[config.mk]
export PLATFORM = sky130hd
export DESIGN_NAME = ground_scroll_pattern
export DESIGN_NICKNAME = d
export VERILOG_FILES = /design/src/rtl/ground_scroll_pattern_pkg.sv /design/src/rtl/frame_tick_gen.sv /design/src/rtl/ground_scroll_pattern.sv
export SDC_FILE = /design/constraint.sdc
export NUM_CORES = 1
export LEC_CHECK = 0
export BUFFER_PORTS_ARGS = -buffer_cell sky130_fd_sc_hd__buf_2
export CAP_MARGIN = 5
export CORE_ASPECT_RATIO = 0.8
export CORE_MARGIN = 2
export CORE_UTILIZATION = 42
export CTS_CLUSTER_SIZE = 16
export DETAILED_ROUTE_END_ITERATION = 6
export PLACE_DENSITY = 0.75
export SETUP_SLACK_MARGIN = 0.05
export SLEW_MARGIN = 15
export SYNTH_ARGS = -nofsm -noshare
export SYNTH_HDL_FRONTEND = slang
export SYNTH_SLANG_ARGS = --single-unit
export TNS_END_PERCENT = 50
[constraint.sdc]
create_clock -name iClk -period 1.7 [get_ports iClk]
set_input_delay 0.34 -clock iClk [delete_from_list [all_inputs] [get_ports iClk]]
set_output_delay 0.34 -clock iClk [all_outputs]
set_load 0.02 [all_outputs]
[src/rtl/ground_scroll_pattern_pkg.sv]
// Shared game constants: video timing, ground palette and scroll state encoding.
package ground_scroll_pattern_pkg;

    localparam int unsigned GAME_H_TOT      = 800;
    localparam int unsigned GAME_V_TOT      = 525;
    localparam int unsigned GAME_H_ACT      = 640;
    localparam int unsigned GAME_V_ACT      = 480;
    localparam int unsigned GAME_GROUND_POS = 435;
    localparam int unsigned GAME_COLOR_SIZE = 12;

    localparam logic [11:0] GRASS_A = 12'h0A2;
    localparam logic [11:0] GRASS_B = 12'h0C3;
    localparam logic [11:0] EDGE    = 12'h8A4;
    localparam logic [11:0] DIRT    = 12'h630;

    typedef enum logic [1:0] {
        ST_IDLE   = 2'd0,
        ST_SCROLL = 2'd1,
        ST_DECEL  = 2'd2
    } scroll_state_t;

endpackage

[src/rtl/frame_tick_gen.sv]
// Frame tick decode: one-cycle pulse at the first pixel of the first blanking line.
// Ports: count_h/count_v - raster counters; tick_c - combinational tick.
module frame_tick_gen #(
    parameter int unsigned H_W   = 10,
    parameter int unsigned V_W   = 10,
    parameter int unsigned V_ACT = 480
) (
    input  logic [H_W-1:0] count_h,
    input  logic [V_W-1:0] count_v,
    output logic           tick_c
);

    assign tick_c = (count_h == '0) && (count_v == V_W'(V_ACT));

endmodule

[src/rtl/ground_scroll_pattern.sv]
// Scrolling ground renderer: striped grass band, edge row and dirt, scrolled by a
// per-frame offset driven by an IDLE/SCROLL/DECEL speed controller.
// Ports: iClk/iRst - clock, sync active-high reset; iCountH/iCountV - raster position;
//        iRun/iSpeed - scroll request and speed; oDraw/oColor - registered pixel;
//        oOffset/oSpeed - current scroll offset and speed.
module ground_scroll_pattern
    import ground_scroll_pattern_pkg::*;
#(
    parameter int unsigned H_TOT      = GAME_H_TOT,
    parameter int unsigned V_TOT      = GAME_V_TOT,
    parameter int unsigned H_ACT      = GAME_H_ACT,
    parameter int unsigned V_ACT      = GAME_V_ACT,
    parameter int unsigned GROUND_POS = GAME_GROUND_POS,
    parameter int unsigned GRASS_H    = 6,
    parameter int unsigned STRIPE_W   = 16,
    parameter int unsigned SPEED_W    = 3,
    parameter int unsigned COLOR_SIZE = GAME_COLOR_SIZE
) (
    input  logic                            iClk,
    input  logic                            iRst,
    input  logic [$clog2(H_TOT)-1:0]        iCountH,
    input  logic [$clog2(V_TOT)-1:0]        iCountV,
    input  logic                            iRun,
    input  logic [SPEED_W-1:0]              iSpeed,
    output logic                            oDraw,
    output logic [COLOR_SIZE-1:0]           oColor,
    output logic [$clog2(2*STRIPE_W)-1:0]   oOffset,
    output logic [SPEED_W-1:0]              oSpeed
);

    localparam int unsigned H_W        = $clog2(H_TOT);
    localparam int unsigned V_W        = $clog2(V_TOT);
    localparam int unsigned OFF_W      = $clog2(2*STRIPE_W);
    localparam int unsigned STRIPE_BIT = $clog2(STRIPE_W);

    localparam logic [COLOR_SIZE-1:0] C_GRASS_A = COLOR_SIZE'(GRASS_A);
    localparam logic [COLOR_SIZE-1:0] C_GRASS_B = COLOR_SIZE'(GRASS_B);
    localparam logic [COLOR_SIZE-1:0] C_EDGE    = COLOR_SIZE'(EDGE);
    localparam logic [COLOR_SIZE-1:0] C_DIRT    = COLOR_SIZE'(DIRT);

    scroll_state_t           state, state_next;
    logic [SPEED_W-1:0]      speed, speed_next;
    logic [OFF_W-1:0]        offset, offset_next;
    logic                    draw, draw_next;
    logic [COLOR_SIZE-1:0]   color, color_next;
    logic                    tick_c;
    logic                    stripe_odd_c;

    frame_tick_gen #(
        .H_W   (H_W),
        .V_W   (V_W),
        .V_ACT (V_ACT)
    ) u_frame_tick_gen (
        .count_h (iCountH),
        .count_v (iCountV),
        .tick_c  (tick_c)
    );

    // Stripe phase: the selected bit of (x + offset), scrolling the pattern left.
    assign stripe_odd_c = 1'((iCountH + H_W'(offset)) >> STRIPE_BIT);

    // State, speed, offset and pixel registers; reset wins over a coincident tick.
    always_ff @(posedge iClk) begin
        if (iRst) begin
            state  <= ST_IDLE;
            speed  <= '0;
            offset <= '0;
            draw   <= 1'b0;
            color  <= '0;
        end else begin
            state  <= state_next;
            speed  <= speed_next;
            offset <= offset_next;
            draw   <= draw_next;
            color  <= color_next;
        end
    end

    // Next state/speed/offset on frame ticks, and next ground pixel every cycle.
    always_comb begin
        state_next  = state;
        speed_next  = speed;
        offset_next = offset;
        draw_next   = 1'b0;
        color_next  = '0;

        if (tick_c) begin
            // Offset advances by the speed in effect during the frame just ended.
            offset_next = offset + OFF_W'(speed);
            case (state)
                ST_IDLE: begin
                    if (iRun) begin
                        state_next = ST_SCROLL;
                        speed_next = iSpeed;
                    end
                end
                ST_SCROLL: begin
                    if (iRun) begin
                        speed_next = iSpeed;
                    end else begin
                        // Deceleration starts on the tick that sees the request drop.
                        state_next = ST_DECEL;
                        speed_next = (speed == '0) ? '0 : speed - SPEED_W'(1);
                    end
                end
                ST_DECEL: begin
                    if (iRun) begin
                        state_next = ST_SCROLL;
                        speed_next = iSpeed;
                    end else if (speed == '0) begin
                        state_next = ST_IDLE;
                    end else begin
                        speed_next = speed - SPEED_W'(1);
                    end
                end
                default: begin
                    state_next = ST_IDLE;
                    speed_next = '0;
                end
            endcase
        end

        if ((iCountH < H_W'(H_ACT)) && (iCountV >= V_W'(GROUND_POS)) &&
            (iCountV < V_W'(V_ACT))) begin
            draw_next = 1'b1;
            if (iCountV < V_W'(GROUND_POS + GRASS_H)) begin
                color_next = stripe_odd_c ? C_GRASS_B : C_GRASS_A;
            end else if (iCountV == V_W'(GROUND_POS + GRASS_H)) begin
                color_next = C_EDGE;
            end else begin
                color_next = C_DIRT;
            end
        end
    end

    assign oDraw   = draw;
    assign oColor  = color;
    assign oOffset = offset;
    assign oSpeed  = speed;

endmodule

# Yosys cells after proc, flatten, opt, wreduce, memory -nomap -nowiden
# Index checks and enable logic that the tools add are counted.
# word_totals
inputBits	26
wordCells	45
regBits	23
out_inout_bits	21
# classes
n_eq_ne	8
reduce_logical	9
order_cmp	4
bitwise	1
n_addsub	3
mux	15
# ops
cell	count
2-to-1 mux 12 bit	2
== test 10 x 9 -> 1 bit (second input constant)	2
less-than comparator 10 x 9 -> 1 bit (second input constant)	2
2-to-1 mux 3 bit	5
>= comparator 10 x 9 -> 1 bit (second input constant)	1
logical NOT 10 bit	1
less-than comparator 10 bit (second input constant)	1
one-hot mux 3 bit (3 select lines)	1
2-to-1 mux 2 bit	4
2-to-1 mux 7 bit	1
!= test 3 bit (second input constant)	2
one-hot mux 2 bit (3 select lines)	1
adder 5 x 3 -> 5 bit	1
adder 5 bit	1
!= test 2 bit (second input constant)	2
AND reduction 4 bit	1
logical AND 1 bit	3
logical NOT 3 bit	1
AND reduction 3 bit	1
subtractor 3 x 1 -> 3 bit (second input constant)	1
== test 2 x 1 -> 1 bit (second input constant)	1
== test 2 bit (second input constant)	1
logical NOT 2 bit	1
OR reduction 2 bit	1
2 further kinds	2

# Depth between registers and ports, before layout
# Gate-level depths: netlist (run 1).
# logic_depth
ltp_word	5
mapped_depth	6
mapped_depth_nobuf	6

# Hierarchy
# From an unflattened synthesis (run 1), not the netlist that was laid out.
# hier_totals
cells_unflattened	121
hier_area_um2	1057.3
# by_module_without_submodules
module	seq_area_each_um2	instances	cells_per_inst	area_per_inst_um2
ground_scroll_pattern	340.3	1	113	1003.5
frame_tick_gen	0.0	1	8	53.8

# Least setup slack after synthesis (run 1)
# OpenSTA, ideal clock, no wires.
# synth_path
path_type	flip-flop to flip-flop
from	register speed[1], in the netlist oSpeed[1]
to	register speed[2], in the netlist oSpeed[2]
setup_ns	0.123
path_buffers	0
stages_incl_launch_ff	7
required_ns	1.577
period_less_slack_ns	1.816
path_slack_ns	-0.116
arrival_time_ns	1.693
path_cell_list	dfxtp_1 > inv_1 > ha_1 > nor2b_1 > o21ai_0 > and3_1 > mux2_1
# synth_via
elab_chain_len	4
elab_cells_between_ends	9
cone_classes	add/sub: 1; eq/ne: 1; mux: 5; reduce/logical: 2
# synth_rtl
element	line_no	source
start: declaration	ground_scroll_pattern.sv:42	logic [SPEED_W-1:0] speed, speed_next;
start signal: assignment	ground_scroll_pattern.sv:72	speed <= speed_next;
subtractor 3 x 1 -> 3 bit or logical NOT 3 bit (tied branches)	ground_scroll_pattern.sv:103, ground_scroll_pattern.sv:113, ground_scroll_pattern.sv:110	
2-to-1 mux 3 bit (on tied branches)	ground_scroll_pattern.sv:110, ground_scroll_pattern.sv:103	
2-to-1 mux 3 bit (on tied branches)	ground_scroll_pattern.sv:107, ground_scroll_pattern.sv:98	
one-hot mux 3 bit (3 select lines)	ground_scroll_pattern.sv:90	case (state)
# Several ways; a longest one is shown, not always the timed one. The select of a mux whose other input is x is not followed.
# A chain may end at the register's enable or synchronous reset.

# Worst setup path in the final report (run 1)
# layout_path
from	register speed[0], in the netlist oSpeed[0]
to	register speed[2], in the netlist oSpeed[2]
# The elaborated chain is that of the path after synthesis.

==> out/qor.txt, run 1 <==
Reg2Reg Depth: 6
cell count after synthesis: 131
Area growth syn-to-layout: 45.08%
largest net degree at the start of global routing: 13
power per cell area: 461.6 mW/mm^2
wire per inst: 13.91 um
Netlist cell types: 40
asr flop ratio synth: 0%
leakage: 0.7300 nW
Layout Cells excl Fill: 228
Fill cells: 221
mapped cell area: 0.001107 mm^2
Post-synth top flop: dfxtp_1
TritonCTS clock tree: built
hold crit path type: input pin to flip-flop
Diodes inserted: 0
VDD IR max: 0.3388 mV
Worst-path clk slew: 0.11 ns
RSZ-0062 raised after global routing: false
Post-Place Cell Area: 0.001473 mm^2
final hold vios: 0
leading cell type in the layout, fill and taps excluded: buf_2
routed vias/inst: 5.355
fin crit period: 1.577 ns
total CTS buffers: 3
WP data required: 1.90 ns
count of final setup violators: 0
CP max FO: 4
# hold bufs at CTS: 0
status: finished clean
final period utilization: 92.74%
worst path cell trace: inv_1 > ha_1 > nor2b_4 > o21ai_2 > and3_4 > mux2_4
iteration-0 DRC count of the detailed router: 25
clk buf depth: 2
worst r2r dst: oSpeed[2]
Synth Register Bits: 17
total I/O pin count: 47
CP Buf/Inv Count: 1
drt first pass iters: 4
fraction of layout instances using a drive strength above 1: 48.96%
WHS Path Cells: 3
crit path kind: flip-flop to flip-flop
most frequent cells in the layout: buf_2 (44), buf_4 (23), dfxtp_1 (13)
detailed-route wire length: 3.171 mm
I/O Buffers: 44
FMAX: 634.3 MHz
Antenna Violating Nets Remaining: 0
Root Buffer: clkbuf_4
vias in the first global route: 1,132
crit path DAT: 1.78 ns
# nets final: 228
Die Y: 49.93 um
initial core utilization: 44.61%
die area: 0.003066 mm^2
critical path's largest stage delay: 0.39 ns
Synthesis Warnings: 0
hpwl dp: 2.358 mm
H-tree Lvls: 1
Max Cap Viol: 0
drt drc: 0
Worst Clk Skew: 0.003517 ns
Die X-Extent: 61.41 um
placed insts: 221
TritonCTS Sinks: 17
initial antenna violation count: 0
Crit path max-delay family: flip-flops
Final Max Tran Viols: 0
RR Startpoint: oSpeed[0]
fin area: 0.001607 mm^2
GRT Total Usage: 21.41%
Pwr Total: 0.7416 mW
reg-to-reg slack, setup: 0.12 ns
Hold Path End: oColor[2]
Final Wtd Congestion: 0.8338
Max stage delay cell, worst path: dfxtp_4
crit path capture type: flip-flop
Hold Startpoint: iCountV[0]
Core Area: 0.002482 mm^2
crit start category: flip-flop
sequential share of the synthesized area: 30.73%
Skew-Pair Late Insertion Delay: 0.30 ns
count of flip-flops with a built-in enable after synthesis: 0
synthesized area per cell: 8.453 um^2
via count: 1,221
Placement Rows: 16
grt ovf: 0
wire length of the first global-routing pass: 4.843 mm
-- worst min-delay path, cell delays in order --
cell and delay (ns):
buf_2 0.13, nand2_1 0.07, nor3_1 0.05
-- synth_stat cells, drive strengths merged, types with 2 or more instances --
cell / n / area share [%]
nor3: 6 / 2.7
nand2b: 3 / 1.7
buf: 7 / 4.5
nand2: 4 / 1.4
dfxtp: 17 / 31
a21oi: 10 / 4.5
nor4: 3 / 1.7
a211oi: 3 / 2.0
o21bai: 2 / 1.4
o31ai: 5 / 3.4
clkbuf: 4 / 1.4
xnor2: 2 / 1.6
a311oi: 2 / 1.6
o21ai: 7 / 3.2
inv: 5 / 1.7
a31oi: 2 / 1.1
or4: 2 / 1.4
a22oi: 2 / 1.4
or3: 2 / 1.1
o21ba: 3 / 2.7
ha: 8 / 9.0
nor2: 7 / 2.4
nor2b: 5 / 2.8
nand4: 2 / 1.1
nand3: 3 / 1.4
a21o: 2 / 1.4
-- area by class of cell --
cell class,instances,area (um^2),area share [%]
multi-input cells,99,769.5,47.90
clock buffers,3,22.52,1.402
clock inverters,1,5.005,0.3115
inverters,5,18.77,1.168
flip-flops and latches,17,352.8,21.96
repair buffers,67,392.9,24.45
well taps,36,45.04,2.804
-- layer usage --
layer / routed length (um) / GRT usage [%] / part of all wire [%] / vias up
met5: 0 / 0 / 0 / -
met4: 57 / 7.801 / 1.8 / 0
met3: 168 / 5.249 / 5.3 / 7
met2: 1600 / 37.06 / 50 / 40
met1: 1345 / 24.92 / 42 / 566
li1: - / - / - / 608
-- metrics by stage --
stage / TNS [ns] / hold slack [ns] / utilization (%) / worst slack, ns
finish: 0 / 0.3178 / 64.72 / 0.1235
floorplan: 0 / 0.4583 / - / 0.04446
detailed placement: -0.3126 / 0.4978 / 59.32 / -0.1279
global route: 0 / 0.3333 / 64.72 / 0.07463
global placement: -0.02438 / 0.4858 / 59.32 / -0.01234
CTS: 0 / 0.3017 / 61.90 / 0.03094
-- logic make-up (layout without fill, tap and decap cells) --
kind of cell / count (synthesis) / after routing / synth area share [%]
simple gates: 43 / 43 / 22.03
compound gates: 40 / 40 / 24.18
flops: 17 / 17 / 30.73
buf+inv: 16 / 76 / 7.570
fa+ha+maj: 10 / 10 / 11.75
xor+xnor: 3 / 3 / 2.373
other cells: 1 / 2 / 0.3387
mux: 1 / 1 / 1.017
-- how the worst max path moves through the flow --
stage                    start  cells after the start  slack, ns    endpoint
floorplan           iCountV[2]                      5       0.04  oOffset[4]
global placement    iCountV[2]                      6      -0.01    state[1]
detailed placement  iCountV[4]                      5      -0.13  oOffset[4]
CTS                  oSpeed[0]                      6       0.03  oOffset[4]
global route         oSpeed[0]                      6       0.07   oSpeed[2]
finish               oSpeed[0]                      6       0.12   oSpeed[2]
-- report_power, final --
part	switching, mW	leakage [nW]	internal (mW)	total [mW]
Sequential	0.000264	0.140	0.394	0.394
Combinational	0.0575	0.572	0.0588	0.116
Clock	0.143	0.0177	0.0879	0.231
Total	0.201	0.730	0.541	0.742
-- sequential cells by signal, indices dropped and copies added (netlist names) --
name / count
oDraw: 1
state: 2
oOffset: 5
oSpeed: 3
oColor: 6
-- what timing repair did --
action | CTS | global route
resized for setup | 6 | 15
buffers inserted | 2 | 1
pin swaps | 2 | 8
setup endpoints to repair | 2 | 7
cloned | 0 | 0
(Power assumes the default switching activity.)
==> inputs of run 2 (changes only) <==
--- a/config.mk
+++ b/config.mk
@@ -7,13 +7,16 @@
 export LEC_CHECK = 0
 export BUFFER_PORTS_ARGS = -buffer_cell sky130_fd_sc_hd__buf_2
 export CAP_MARGIN = 5
+export CELL_PAD_IN_SITES_DETAIL_PLACEMENT = 2
+export CELL_PAD_IN_SITES_GLOBAL_PLACEMENT = 2
 export CORE_ASPECT_RATIO = 0.8
 export CORE_MARGIN = 2
-export CORE_UTILIZATION = 42
+export CORE_UTILIZATION = 23
 export CTS_CLUSTER_SIZE = 16
 export DETAILED_ROUTE_END_ITERATION = 6
-export PLACE_DENSITY = 0.75
+export PLACE_DENSITY_LB_ADDON = 0.1
 export SETUP_SLACK_MARGIN = 0.05
+export SKIP_LAST_GASP = 1
 export SLEW_MARGIN = 15
 export SYNTH_ARGS = -nofsm -noshare
 export SYNTH_HDL_FRONTEND = slang
==> out/qor.txt, run 2 (same netlist as run 1, synthesis figures left out) <==
status: finished clean
Core Area: 0.004597 mm^2
Skew-Pair Late Insertion Delay: 0.25 ns
placed insts: 247
detailed-route wire length: 3.831 mm
Hold Path End: oOffset[4]
initial antenna violation count: 0
WHS Path Cells: 2
crit start category: flip-flop
total CTS buffers: 3
most frequent cells in the layout: buf_2 (44), buf_4 (22), dfxtp_1 (13)
via count: 1,218
RR Startpoint: oOffset[0]
crit path kind: flip-flop to flip-flop
Root Buffer: clkbuf_8
grt ovf: 0
final hold vios: 0
drt first pass iters: 4
Area growth syn-to-layout: 49.15%
FMAX: 618.1 MHz
wire per inst: 15.26 um
met1 usage: 18.99%
Reg2Reg Depth: 6
met2 Resource Use GR: 26.54%
Die X-Extent: 81.58 um
wire length of the first global-routing pass: 6.078 mm
final period utilization: 95.17%
crit path capture type: flip-flop
vias in the first global route: 1,217
# nets final: 227
largest net degree at the start of global routing: 13
Final Wtd Congestion: 0.7163
leakage: 0.7417 nW
final setup TNS: 0 ns
fin crit period: 1.618 ns
Worst Clk Skew: 0.002984 ns
Pwr Total: 0.8232 mW
hpwl dp: 3.182 mm
TritonCTS Sinks: 17
drt drc: 0
power per cell area: 498.4 mW/mm^2
critical path's largest stage delay: 0.49 ns
routed vias/inst: 4.853
Diodes inserted: 0
# hold bufs at CTS: 0
initial core utilization: 24.09%
die area: 0.005389 mm^2
iteration-0 DRC count of the detailed router: 30
busiest grt layer: met2
total I/O pin count: 47
Antenna Violating Nets Remaining: 0
leading cell type in the layout, fill and taps excluded: buf_2
clk buf depth: 2
GRT Total Usage: 14.88%
Layout Cells excl Fill: 251
H-tree Lvls: 1
Placement Rows: 22
worst r2r dst: oOffset[4]
TritonCTS clock tree: built
VDD IR max: 0.2584 mV
I/O Buffers: 44
Max stage delay cell, worst path: or4_4
count of final setup violators: 0
postcts setup bufs: 0
Die Y: 66.06 um
CP max FO: 4
RSZ-0062 raised after global routing: true
WP data required: 1.89 ns
Hold Startpoint: iRst
hold crit path type: input pin to flip-flop
met3 usage: 3.279%
reg-to-reg slack, setup: 0.08 ns
fraction of layout instances using a drive strength above 1: 50.79%
Final Max Tran Viols: 0
Max Cap Viol: 0
worst path cell trace: ha_4 > fa_2 > a21o_1 > nand2_2 > or4_4 > a21oi_2
crit path DAT: 1.81 ns
max reg flops: 6
Worst-path clk slew: 0.07 ns
run 2: changes by cell type in the layout (fill, tap and decap cells not counted), sizes merged:
cell  change
buf       -1
run 2: area by class of cell:
type	count	area (um^2)
clock buffers	3	41.29
clock inverters	1	5.005
fillers	528	2945
inverters	5	18.77
multi-input cells	99	773.2
flip-flops and latches	17	352.8
well taps	60	75.07
repair buffers	66	385.4
run 2: repair_timing:
item,CTS,global route
gates resized for setup,7,19
setup endpoints to repair,6,7
pin swaps,3,7
run 2: how the worst max path moves through the flow:
stage                     startpoint    endpoint  slack [ns]  depth (start not counted)
final                     oOffset[0]  oOffset[4]        0.08                          6
after detailed placement  iCountV[4]  oOffset[3]       -0.13                          6
after floorplan           iCountV[2]  oOffset[4]        0.04                          5
after global placement    iCountV[4]   oSpeed[2]       -0.14                          6
after CTS                 oOffset[1]   oColor[5]        0.02                          5
after global routing      oOffset[0]  oOffset[4]       0.002                          6
run 2: power by group:
| group | switching (mW) | internal [mW] |
|---|---|---|
| logic | 0.0604 | 0.0626 |
| clock network | 0.143 | 0.163 |
| registers | 0.000259 | 0.394 |
run 2: metrics by stage:
stage	util, %	setup WS (ns)	hold slack (ns)	instance area, um^2
finish	35.93	0.08214	0.4106	1652
global route	35.93	0.001757	0.4350	1652
CTS	34.65	0.02216	0.4307	1593
detailed placement	33.02	-0.1285	0.5207	1518
global placement	33.02	-0.1388	0.5021	1518
floorplan	-	0.04446	0.4583	1130
run 2: worst max-delay path, delay by kind of cell, from the launching register on:
family	cells	cell delay (ns)
compound gates	2	0.28
fa+ha+maj	2	0.35
flops	1	0.38
simple gates	2	0.56
run 2: metal layers:
| layer | part of all wire [%] | wire (um) |
|---|---|---|
| met4 | 0 | 0 |
| met5 | 0 | 0 |
| met3 | 3.5 | 135 |
| met2 | 51 | 1962 |
| met1 | 45 | 1733 |
==> inputs of run 3 (changes only) <==
--- a/config.mk
+++ b/config.mk
@@ -5,13 +5,14 @@
 export SDC_FILE = /design/constraint.sdc
 export NUM_CORES = 1
 export LEC_CHECK = 0
+export ABC_AREA = 1
 export BUFFER_PORTS_ARGS = -buffer_cell sky130_fd_sc_hd__buf_2
 export CAP_MARGIN = 5
 export CELL_PAD_IN_SITES_DETAIL_PLACEMENT = 2
 export CELL_PAD_IN_SITES_GLOBAL_PLACEMENT = 2
 export CORE_ASPECT_RATIO = 0.8
 export CORE_MARGIN = 2
-export CORE_UTILIZATION = 23
+export CORE_UTILIZATION = 22
 export CTS_CLUSTER_SIZE = 16
 export DETAILED_ROUTE_END_ITERATION = 6
 export PLACE_DENSITY_LB_ADDON = 0.1
==> constraint.sdc (replaced) <==
create_clock -name iClk -period 1.7 [get_ports iClk]
set_input_delay 0.34 -clock iClk [delete_from_list [all_inputs] [get_ports iClk]]
set_output_delay 0.34 -clock iClk [all_outputs]
set_load 0.005 [all_outputs]
==> out/qor.txt, run 3 <==
status: finished clean
H-tree Lvls: 1
crit start category: flip-flop
final setup TNS: 0 ns
CP max FO: 4
asr flop ratio synth: 0%
drt first pass iters: 4
Root Buffer: clkbuf_8
Crit path max-delay family: adder cells
worst path cell trace: ha_1 > fa_1 > nand3_1 > nand2_1 > a21oi_1 > nor2_1
critical path's largest stage delay: 0.42 ns
fraction of layout instances using a drive strength above 1: 27.13%
count of final setup violators: 0
hold crit path type: input pin to flip-flop
final hold vios: 0
clk buf depth: 2
vias in the first global route: 1,477
wire length of the first global-routing pass: 6.817 mm
Core Area: 0.005525 mm^2
post-CTS sizing: 0
mapped cell area: 0.001277 mm^2
grt ovf: 0
detailed-route wire length: 3.988 mm
wire per inst: 12.27 um
RSZ-0062 raised after global routing: false
drt drc: 0
Max stage delay cell, worst path: fa_1
Die Y: 72.16 um
Worst Clk Skew: 0.003822 ns
VDD IR max: 0.1741 mV
cell with the most instances after synthesis: nand2_1
Diodes inserted: 0
total I/O pin count: 47
iteration-0 DRC count of the detailed router: 17
Final Max Tran Viols: 0
largest net degree at the start of global routing: 11
via count: 1,381
crit path kind: flip-flop to flip-flop
Worst-path clk slew: 0.07 ns
hpwl dp: 3.458 mm
power per cell area: 513.2 mW/mm^2
routed vias/inst: 4.249
TritonCTS clock tree: built
most frequent cells in the layout: nand2_1 (56), buf_2 (44), nor2_1 (31)
TritonCTS Sinks: 17
synthesized area per cell: 6.293 um^2
Antenna Violating Nets Remaining: 0
cell count after synthesis: 203
Skew-Pair Late Insertion Delay: 0.26 ns
WP data required: 1.86 ns
fin crit period: 1.491 ns
Pwr Total: 0.8257 mW
leading cell type in the layout, fill and taps excluded: nand2_1
# hold bufs at CTS: 0
count of flip-flops with a built-in enable after synthesis: 0
postcts setup bufs: 0
total CTS buffers: 3
final period utilization: 87.70%
Post-synth top cells: nand2_1 (56), nor2_1 (31), inv_1 (27)
placed insts: 321
Final Wtd Congestion: 0.7081
initial core utilization: 23.12%
Post-synth top flop: dfxtp_1
Placement Rows: 24
CP Buf/Inv Count: 0
Netlist cell types: 23
Area contributors post-synth: dfxtp_1 (27%), nand2_1 (16%), nor2_1 (9.1%), inv_1 (7.9%), ha_1 (7.8%)
crit path DAT: 1.65 ns
initial antenna violation count: 0
# nets final: 283
Area growth syn-to-layout: 25.95%
I/O Buffers: 44
Max Cap Viol: 0
area leader, netlist: dfxtp_1
leakage: 0.8652 nW
max reg flops: 6
hold slack: 0.3562 ns
FMAX: 670.8 MHz
GRT Total Usage: 13.75%
die area: 0.006436 mm^2
Synthesis Warnings: 0
Layout Cells excl Fill: 325
crit path capture type: flip-flop
sequential share of the synthesized area: 26.64%
Synth Register Bits: 17
Die X-Extent: 89.20 um
Synth top area share: 26.64%
-- run 3: changes by cell type in the layout (fill, tap and decap cells not counted), moves of 4 or more --
cell,delta
nand2_1,+53
inv_1,+24
nor2_1,+24
buf_4,-21
nand3_1,+10
nor2_2,+7
o31ai_1,-5
nor3_1,-4
o21ai_0,-4
-- run 3: logic make-up (layout without fill, tap and decap cells) --
family          after synthesis  count (layout)  share of synthesized area [%]
simple gates                120             120                          42.60
xor+xnor                      2               2                          1.371
compound gates               18              18                          7.346
fa+ha+maj                     9               9                          9.403
buf+inv                      36              79                          12.34
other cells                   1               2                         0.2935
flops                        17              17                          26.64
-- run 3: path summary, 6_finish.rpt --
| kind | from | endpoint | slack [ns] | cells past startpoint |
|---|---|---|---|---|
| max | oOffset[0] | oOffset[4] | 0.21 | 6 |
| min | iRst | oSpeed[1] | 0.36 | 2 |
| max reg2reg | oOffset[0] | oOffset[4] | 0.21 | 6 |
| min reg2reg | oSpeed[1] | oSpeed[1] | 0.51 | 2 |
-- run 3: metrics by stage --
stage / area [um^2] / setup WS, ns / util, %
floorplan: 1281 / 0.3303 / -
global placement: 1562 / 0.2499 / 28.26
detailed placement: 1562 / 0.2066 / 28.26
CTS: 1608 / 0.1910 / 29.10
global route: 1609 / 0.05665 / 29.12
finish: 1609 / 0.2091 / 29.12
-- run 3: routing by layer --
layer  up-vias  wire (um)  track usage [%]
met3         4        172            3.072
met4         0         44            2.985
met5         -          0                0
met2        28       1800            22.88
met1       637       1971            18.20
li1        712          -                -
-- run 3: layout make-up --
class	instances	area (um^2)
repair buffers	45	227.7
well taps	78	97.59
clock buffers	3	41.29
flip-flops and latches	17	341.6
clock inverters	1	5.005
inverters	30	112.6
fillers	746	3916
multi-input cells	151	783.3
-- run 3: worst register-to-register path, cell delays in order (launching register included) --
cell,delay (ns)
dfxtp_1,0.34
ha_1,0.24
fa_1,0.42
nand3_1,0.10
nand2_1,0.07
a21oi_1,0.15
nor2_1,0.06
-- run 3: power by group --
part / switching [mW] / internal, mW
Combinational: 0.0699 / 0.0443
Clock: 0.149 / 0.163
Sequential: 0.000243 / 0.399
Total: 0.219 / 0.606
